<file path="config.mk">
export PLATFORM = sky130hd
export DESIGN_NAME = cpu_sequencer
export DESIGN_NICKNAME = d
export VERILOG_FILES = /design/src/rtl/cpu_pkg.sv /design/src/rtl/cpu_sequencer_pc_unit.sv /design/src/rtl/cpu_sequencer.sv
export SDC_FILE = /design/constraint.sdc
export NUM_CORES = 1
export LEC_CHECK = 0
export ABC_AREA = 1
export CORE_ASPECT_RATIO = 0.5
export CORE_MARGIN = 2
export CORE_UTILIZATION = 47
export DETAILED_ROUTE_END_ITERATION = 6
export PLACE_DENSITY = 0.87
export REMOVE_ABC_BUFFERS = 1
export SYNTH_ARGS = -nofsm -noshare
export SYNTH_HDL_FRONTEND = slang
export SYNTH_HIERARCHICAL = 1
export SYNTH_SLANG_ARGS = --single-unit
</file>
<file path="constraint.sdc">
create_clock -name clk -period 5.2 [get_ports clk]
set_input_delay 1.56 -clock clk [delete_from_list [all_inputs] [get_ports clk]]
set_output_delay 1.56 -clock clk [all_outputs]
set_load 0.1 [all_outputs]
</file>
<file path="src/rtl/cpu_pkg.sv">
// Shared types and constants for the multi-cycle MIPS control sequencer.
// Delay-slot branch behaviour is selected with the CPU_DELAY_SLOT_EN macro.
package cpu_pkg;

    typedef enum logic [2:0] {
        IDLE,
        FETCH,
        EXEC,
        MEM,
        WB,
        HALTED
    } state_t;

    localparam logic [31:0] DEFAULT_RESET_VECTOR = 32'hBFC0_0000;
    localparam logic [31:0] DEFAULT_HALT_ADDR    = 32'h0000_0000;
    localparam logic [3:0]  BYTEENABLE_WORD      = 4'b1111;
    localparam logic [31:0] WORD_STEP            = 32'd4;

    function automatic logic word_aligned(input logic [31:0] addr);
        return (addr[1:0] == 2'b00);
    endfunction

endpackage

</file>
<file path="src/rtl/cpu_sequencer_pc_unit.sv">
// Program counter, next-PC selection and halt/misalignment detection.
// With CPU_DELAY_SLOT_EN defined a taken branch is deferred by one instruction.
module pc_unit
    import cpu_pkg::*;
#(
    parameter logic [31:0] RESET_VECTOR = DEFAULT_RESET_VECTOR,
    parameter logic [31:0] HALT_ADDR    = DEFAULT_HALT_ADDR
) (
    input  logic        clk,
    input  logic        reset,
    input  logic        exec_en,
    input  logic        retire,
    input  logic        branch_taken,
    input  logic [31:0] branch_target,
    output logic [31:0] pc,
    output logic [31:0] next_pc,
    output logic        next_halt,
    output logic        next_misaligned,
    output logic        pc_misaligned
);

    logic [31:0] seq_pc;
    logic [31:0] exec_next;
    logic [31:0] held_next;

    assign seq_pc = pc + WORD_STEP;

`ifdef CPU_DELAY_SLOT_EN
    logic        pend_valid;
    logic [31:0] pend_target;

    // A branch seen while a target is already pending sits in a delay slot and is ignored.
    assign exec_next = pend_valid ? pend_target : seq_pc;

    always_ff @(posedge clk) begin
        if (reset) begin
            pend_valid  <= 1'b0;
            pend_target <= 32'h0;
        end else if (exec_en && branch_taken && !pend_valid) begin
            pend_valid  <= 1'b1;
            pend_target <= branch_target;
        end else if (retire && pend_valid) begin
            pend_valid  <= 1'b0;
        end
    end
`else
    assign exec_next = branch_taken ? branch_target : seq_pc;
`endif

    // Branch inputs are only valid in EXEC, so loads and stores retire from this copy.
    always_ff @(posedge clk) begin
        if (reset) begin
            held_next <= 32'h0;
        end else if (exec_en) begin
            held_next <= exec_next;
        end
    end

    assign next_pc = exec_en ? exec_next : held_next;

    always_ff @(posedge clk) begin
        if (reset) begin
            pc <= RESET_VECTOR;
        end else if (retire) begin
            pc <= next_pc;
        end
    end

    assign next_halt       = (next_pc == HALT_ADDR);
    assign next_misaligned = !word_aligned(next_pc);
    assign pc_misaligned   = !word_aligned(pc);

endmodule

</file>
<file path="src/rtl/cpu_sequencer.sv">
// Multi-cycle fetch/execute/memory sequencer for the single-cycle MIPS datapath on one
// Avalon-style bus. CPU_DELAY_SLOT_EN selects MIPS branch-delay-slot semantics.
module cpu_sequencer
    import cpu_pkg::*;
#(
    parameter logic [31:0] RESET_VECTOR = DEFAULT_RESET_VECTOR,
    parameter logic [31:0] HALT_ADDR    = DEFAULT_HALT_ADDR
) (
    input  logic        clk,
    input  logic        reset,
    output logic        active,
    output logic        fault,
    output logic [31:0] mem_address,
    output logic        mem_read,
    output logic        mem_write,
    input  logic        mem_waitrequest,
    output logic [31:0] mem_writedata,
    output logic [3:0]  mem_byteenable,
    input  logic [31:0] mem_readdata,
    output logic [31:0] pc,
    output logic [31:0] instr,
    input  logic        is_load,
    input  logic        is_store,
    input  logic        branch_taken,
    input  logic [31:0] branch_target,
    input  logic [31:0] dp_data_address,
    input  logic [31:0] dp_data_writedata,
    output logic [31:0] dp_data_readdata,
    output logic        reg_write_en
);

    state_t      state;
    state_t      state_next;
    logic        mem_is_store;
    logic        retire;
    logic        fault_set;
    logic        exec_en;
    logic        data_misaligned;
    logic [31:0] next_pc;
    logic        next_halt;
    logic        next_misaligned;
    logic        pc_misaligned;

    assign exec_en         = (state == EXEC);
    assign data_misaligned = !word_aligned(dp_data_address);
    assign mem_byteenable  = BYTEENABLE_WORD;
    assign active          = !reset && (state != IDLE) && (state != HALTED);

    pc_unit #(
        .RESET_VECTOR (RESET_VECTOR),
        .HALT_ADDR    (HALT_ADDR)
    ) u_pc_unit (
        .clk             (clk),
        .reset           (reset),
        .exec_en         (exec_en),
        .retire          (retire),
        .branch_taken    (branch_taken),
        .branch_target   (branch_target),
        .pc              (pc),
        .next_pc         (next_pc),
        .next_halt       (next_halt),
        .next_misaligned (next_misaligned),
        .pc_misaligned   (pc_misaligned)
    );

    always_ff @(posedge clk) begin
        if (reset) begin
            state            <= IDLE;
            instr            <= 32'h0;
            dp_data_readdata <= 32'h0;
            fault            <= 1'b0;
            mem_is_store     <= 1'b0;
        end else begin
            state <= state_next;
            if (fault_set) begin
                fault <= 1'b1;
            end
            if (state == FETCH && !mem_waitrequest) begin
                instr <= mem_readdata;
            end
            if (state == EXEC) begin
                mem_is_store <= is_store && !is_load;
            end
            if (state == MEM && !mem_is_store && !mem_waitrequest) begin
                dp_data_readdata <= mem_readdata;
            end
        end
    end

    always_comb begin
        state_next    = state;
        mem_read      = 1'b0;
        mem_write     = 1'b0;
        mem_address   = {pc[31:2], 2'b00};
        mem_writedata = 32'h0;
        reg_write_en  = 1'b0;
        retire        = 1'b0;
        fault_set     = 1'b0;

        case (state)
            IDLE: begin
                if (pc_misaligned) begin
                    fault_set  = 1'b1;
                    state_next = HALTED;
                end else begin
                    state_next = FETCH;
                end
            end
            FETCH: begin
                mem_read = 1'b1;
                if (!mem_waitrequest) begin
                    state_next = EXEC;
                end
            end
            EXEC: begin
                if (is_load || is_store) begin
                    if (data_misaligned) begin
                        fault_set  = 1'b1;
                        state_next = HALTED;
                    end else begin
                        state_next = MEM;
                    end
                end else begin
                    reg_write_en = 1'b1;
                    retire       = 1'b1;
                end
            end
            MEM: begin
                mem_address = {dp_data_address[31:2], 2'b00};
                if (mem_is_store) begin
                    mem_write     = 1'b1;
                    mem_writedata = dp_data_writedata;
                    if (!mem_waitrequest) begin
                        retire = 1'b1;
                    end
                end else begin
                    mem_read = 1'b1;
                    if (!mem_waitrequest) begin
                        state_next = WB;
                    end
                end
            end
            WB: begin
                reg_write_en = 1'b1;
                retire       = 1'b1;
            end
            HALTED: begin
                state_next = HALTED;
            end
            default: begin
                state_next = IDLE;
            end
        endcase

        // The misaligned-fetch check happens here so FETCH is never entered with a bad PC.
        if (retire) begin
            if (next_halt) begin
                state_next = HALTED;
            end else if (next_misaligned) begin
                fault_set  = 1'b1;
                state_next = HALTED;
            end else begin
                state_next = FETCH;
            end
        end

        // Strobes drop in the reset cycle itself, abandoning any outstanding transfer.
        if (reset) begin
            mem_read     = 1'b0;
            mem_write    = 1'b0;
            reg_write_en = 1'b0;
            retire       = 1'b0;
            fault_set    = 1'b0;
        end
    end

endmodule

</file>
==> results.yml <==
status:
  status: "finished clean"
floorplan:
  core.rowCount: 31
  coreArea_um2: 14700
  chipWidth_um: 179
  die-area_um2: 16400
  pin_count: 303
  dieHeight_um: 91.5
  start_util: 0.490
global_route:
  grt_max_degree: 68
  grt_overflow_total: 0
  grtUsageMet2: 0.491
  grt_pass1_vias: 7829
  grt_pass1_wl_um: 37200
  grt.busiest_layer: "met2"
  antenna_found_initial: 1
  grt_util_met1: 0.325
  met3_usage: 0.0972
  grtUsageTotal: 0.283
cells_and_area:
  layout-drive-gt1-share: 0.104
  fin_nets: 1552
  final_area_um2: 10500
  area_delta_synth_final_pct: 46.4
  nFillCells: 1175
critical_path:
  crit_start: "is_store"
  crit_chain: "clkdlybuf4s50_1 > nor2_1 > nand2_1 > a21oi_1 > buf_12"
  cp.arrival_ps: 2810
  path_max_fanout: 3
  crit-reg2reg-launch: "state[2]"
  start_kind: "primary input"
  critPathTopFamily: "buffers and inverters"
  max_stage_delay_ps: 420
  cpMaxStageDelayCell: "clkdlybuf4s50_1"
  end_kind: "output port"
  crit_buf_inv: 2
  cp.required_ps: 3640
  worstSetupPathType: "primary input to output port"
  r2r_setup_slack_ps: 1810
cts:
  cts_sinks: 133
  worstSkewPairLatency_ps: 420
  cts_tree: "done"
  clk_path_buf_depth: 2
  cts_buffers: 17
  cts_hold_buf: 0
  cts.repair.resized: 0
  root_buffer: "clkbuf_16"
  clk_pin_slew_ps: 70
  post_cts_buffers: 0
  htree_levels: 4
place:
  place_hpwl_um: 16700
  placed_area_um2: 9990
  place_congestion: 0.935
  dpl_worst_slack_ps: 868
  port_buffers: 296
power_and_ir_drop:
  ir_worst_vdd_mv: 0.323
  power_leakage_nw: 4.74
  power.density_nw_per_um2: 589
sta:
  fmax_mhz: 229
  skew_ps: 11.4
  worst_slack_ps: 831
  final_max_slew_viol_count: 0
  fin_crit_sh: 0.840
  maxSlewHeadroom: 0.309
  worst_slew_pin_slew_ps: 1030
  setup_viol: 0
  finalCriticalPeriod_ps: 4370
  finalHoldViolations: 0
  rsz0062_at_grt: "false"
drt:
  drtIter0Drc: 573
  first_pass_iters: 5
  vias_per_cell: 5.04
  vias: 8217
  drc: 0
  routedWlPerCell_um: 14.2
  finalWirelength_um: 23100
  detail-route-antenna-nets: 0
logic_synthesis:
  yosysWarnings: 6
  syn-cell-area_um2: 7200
  postSynthAreaPerCell_um2: 6.24
  syn_inst: 1154
run:
  drv_cap: 0
worst_hold_path:
  min_path_type: "flip-flop to flip-flop"
  min_from: "dp_data_readdata[30]"
layer usage:
| metal | vias up | part of all wire |
|---|---|---|
| met3 | 51 | 0.10 |
| met2 | 342 | 0.49 |
| met4 | 0 | 0.024 |
| met5 | - | 0 |
| li1 | 4105 | - |
| met1 | 3719 | 0.39 |
power breakdown:
group	leakage (nW)	switching (mW)	total [mW]	internal, mW
combinational	3.40	2.78	3.61	0.837
sequential	1.08	0.215	1.47	1.26
clock	0.255	0.504	1.13	0.623
total	4.74	3.49	6.21	2.72
final cells by class:
cell class	instances	area, um2	share of cell area
tap	198	248	0.0235
clock buffer	18	429	0.0407
multi-input combinational	824	3680	0.349
inverter	137	514	0.0488
clock inverter	14	118	0.0112
sequential	133	2660	0.253
timing repair buffer	304	2890	0.274
antenna	1	2.50	0.000237
worst reg2reg max path, stage by stage, from the launching register on:
cell and delay [ps]:
dfxtp_1 520, inv_1 160, nand2_1 80, nor2_1 60, buf_4 230, inv_1 570
buf_4 430, nor2_1 90, nand2_1 90, nand2_1 70, nor2_1 90, nand3_1 110
nor2_1 220, nand2_1 100, nor2_2 120, or2_2 130, nand2_1 40, nand2_1 60
nand2_1 40, nor2_1 110
cell usage in the layout, fill, tap and decap left out, types with 3 or more instances in the layout:
cell type,count
o21ai_0,74
clkinvlp_4,5
o21ai_1,45
nand3_1,44
and2_1,4
inv_1,130
buf_4,71
nor2_2,7
clkbuf_16,17
nand2_1,283
o211ai_1,3
dfxtp_1,133
buf_12,3
inv_2,7
conb_1,6
inv_6,6
nor2_4,6
nor2_1,227
clkdlybuf4s50_1,229
nand4_1,3
nand2_2,13
o21a_1,5
nand2_4,3
xor2_1,4
a21oi_1,81
through the flow:
| stage | hold WS, ps | setup TNS, ps | power (mW) | utilization | cells |
|---|---|---|---|---|---|
| after global routing | 461 | 0 | 6.51 | 0.717 | 1629 |
| final | 445 | 0 | 6.21 | 0.717 | 1629 |
| after detailed placement | 438 | 0 | 5.08 | 0.680 | 1596 |
| after global placement | 431 | 0 | 5.01 | 0.680 | 1596 |
| after CTS | 448 | 0 | 6.22 | 0.717 | 1628 |
| after floorplan | 446 | -349 | 4.17 | - | 1094 |
sequential cells by signal, summed over array words and instances (netlist names):
| signal | flops |
|---|---|
| instr | 32 |
| mem_is_store | 1 |
| fault | 1 |
| state | 3 |
| u_pc_unit/pc | 32 |
| dp_data_readdata | 32 |
| u_pc_unit/held_next | 32 |
worst paths after layout:
| kind | to | cells past startpoint |
|---|---|---|
| max | reg_write_en | 5 |
| min | dp_data_readdata[30] | 2 |
| max reg2reg | state[2] | 19 |
| min reg2reg | dp_data_readdata[30] | 2 |
(Power assumes the default switching activity.)
==> patch (same settings) <==
The 6 states of `state_t` get a one-hot encoding in 6 bits.
--- a/src/rtl/cpu_pkg.sv
+++ b/src/rtl/cpu_pkg.sv
@@ -4,9 +4,9 @@
 
-    typedef enum logic [2:0] {
-        IDLE,
-        FETCH,
-        EXEC,
-        MEM,
-        WB,
-        HALTED
+    typedef enum logic [5:0] {
+        IDLE   = 6'b000001,
+        FETCH  = 6'b000010,
+        EXEC   = 6'b000100,
+        MEM    = 6'b001000,
+        WB     = 6'b010000,
+        HALTED = 6'b100000
     } state_t;
Behaviour: no difference found for any inputs over 4 cycles, from zero or initial values and one cycle with reset high; so few cycles prove little.
==> patch against the unedited design <==
- the run now ends with design-rule violations left
- worst setup slack better by 18 ps
- sequential share of layout area down 0.25 points
- sequential cell count grew 3
- critical endpoint unchanged
- synthesized area up 1.7%
- utilization is 0.53 points lower
- wire length increased by 0.52%
- final area increased by 3.3%
- clock skew up 4.1 ps
- critical path depth unchanged
- via count grew 0.46%
- die area grew 1.6%
Power is not compared: it rests on default switching activity, and its combinational part moved more than twofold at a synthesized area within 25%.
==> patch: results (changes against the unedited design) <==
* Share of cells above drive strength 1 at 12.4% (+1.9 points)
* Status: finished with violations
* Layout Skew at 15.5 ps (+4.06 ps)
* DRT iter0 DRCs at 561 (-2.1%)
* Wire per inst at 14.1 µm (-0.40%)
* Fill count at 1181 (+0.51%)
* Worst slew pin tran at 1020 ps (-9.67 ps)
* Cts hold-fix bufs at 0 (unchanged)
* Vias at 8255 (+0.46%)
* Post-Place Cells at 1612 (+1.0%)
* Hold/Removal Path Class: flip-flop to flip-flop
* Post-DR vias/cell at 5.02 (-0.45%)
* Post-CTS sizing at 0 (unchanged)
* Postcts setup bufs at 0 (unchanged)
* Drt first pass iters at 7 (+2)
* WP data arrival at 2790 ps (-20 ps)
* Syn. warnings at 6 (unchanged)
* Post-DP Area at 10300 µm² (+2.8%)
* Largest net degree at the start of global routing at 66 (-2.9%)
* CTS buffer count at 17 (unchanged)
* Clock-pin slew on the worst setup and hold paths at 60 ps
* I/O Buffers at 296 (unchanged)
* Total track usage at 27.7% (-0.59 points)
* Detailed placer's ending HPWL at 16100 µm (-3.5%)
* GP Congestion at 0.887 (-5.1%)
* N_diodes at 0 (-1)
* Vias in the first global route at 8017 (+2.4%)
* Clk buf depth at 2 (unchanged)
* Static Leak at 5.05 nW
* Failing checks: design-rule violations
* Worst path max stage delay at 420 ps (about the same)
* Mapped Avg Cell Area at 6.28 µm² (+0.61%)
* Worst-skew pair later-pin latency at 410 ps
* Peak supply drop at 180 µV
* H-Tree Level Count at 4 (unchanged)
* Global-route wire length before repair at 38100 µm (+2.4%)
* CTS root buf: clkbuf_16
* Drt drc at 3 (+3)
* Initial antenna violation count at 0 (-1)
* Crit Path Max Fanout at 3 (unchanged)
* Antenna Nets Post-Route at 0 (unchanged)
* Critical Path Slowest Stage Cell: clkdlybuf4s50_1
## patch: critical path: cells and delay by family
kind                   cells  cell delay (ps)
AO/OA/AOI/OAI              1              270
buffers and inverters      2              630
AND/OR/NAND/NOR            2              320
## patch: area by class of cell
| class | instances | area (µm²) | share of cell area [%] |
|---|---|---|---|
| clock buffers | 18 | 429 | 3.94 |
| clock inverters | 14 | 186 | 1.71 |
| inverters | 118 | 443 | 4.07 |
| multi-input cells | 853 | 3840 | 35.3 |
| flip-flops and latches | 136 | 2720 | 25.0 |
| well taps | 204 | 255 | 2.34 |
| repair buffers | 301 | 3010 | 27.6 |
## patch: power breakdown
group          switching (W)  internal, W
clock               0.000494     0.000769
combinational       0.000234     0.000142
sequential         0.0000126      0.00106
## patch: final timing paths
kind | start | end | slack (ps) | cells past startpoint
max | is_store | reg_write_en | 850 | 5
min | u_pc_unit/held_next[20] | u_pc_unit/held_next[20] | 490 | 2
max reg2reg | state[5] | state[1] | 2140 | 16
min reg2reg | u_pc_unit/held_next[20] | u_pc_unit/held_next[20] | 490 | 2
## patch: through the flow
stage / hold slack (ps) / setup WS (ps)
5_1_grt: 514 / 781
2_1_floorplan: 446 / 345
4_1_cts: 484 / 850
3_5_place_dp: 473 / 803
6_report: 491 / 850
3_3_place_gp: 461 / 856
## patch: routing by layer
layer  GRT usage (%)  share of wire, %
met1            32.3                40
met2            48.4                49
met3            9.33               9.5
met4            8.80               2.0
met5               0                 0
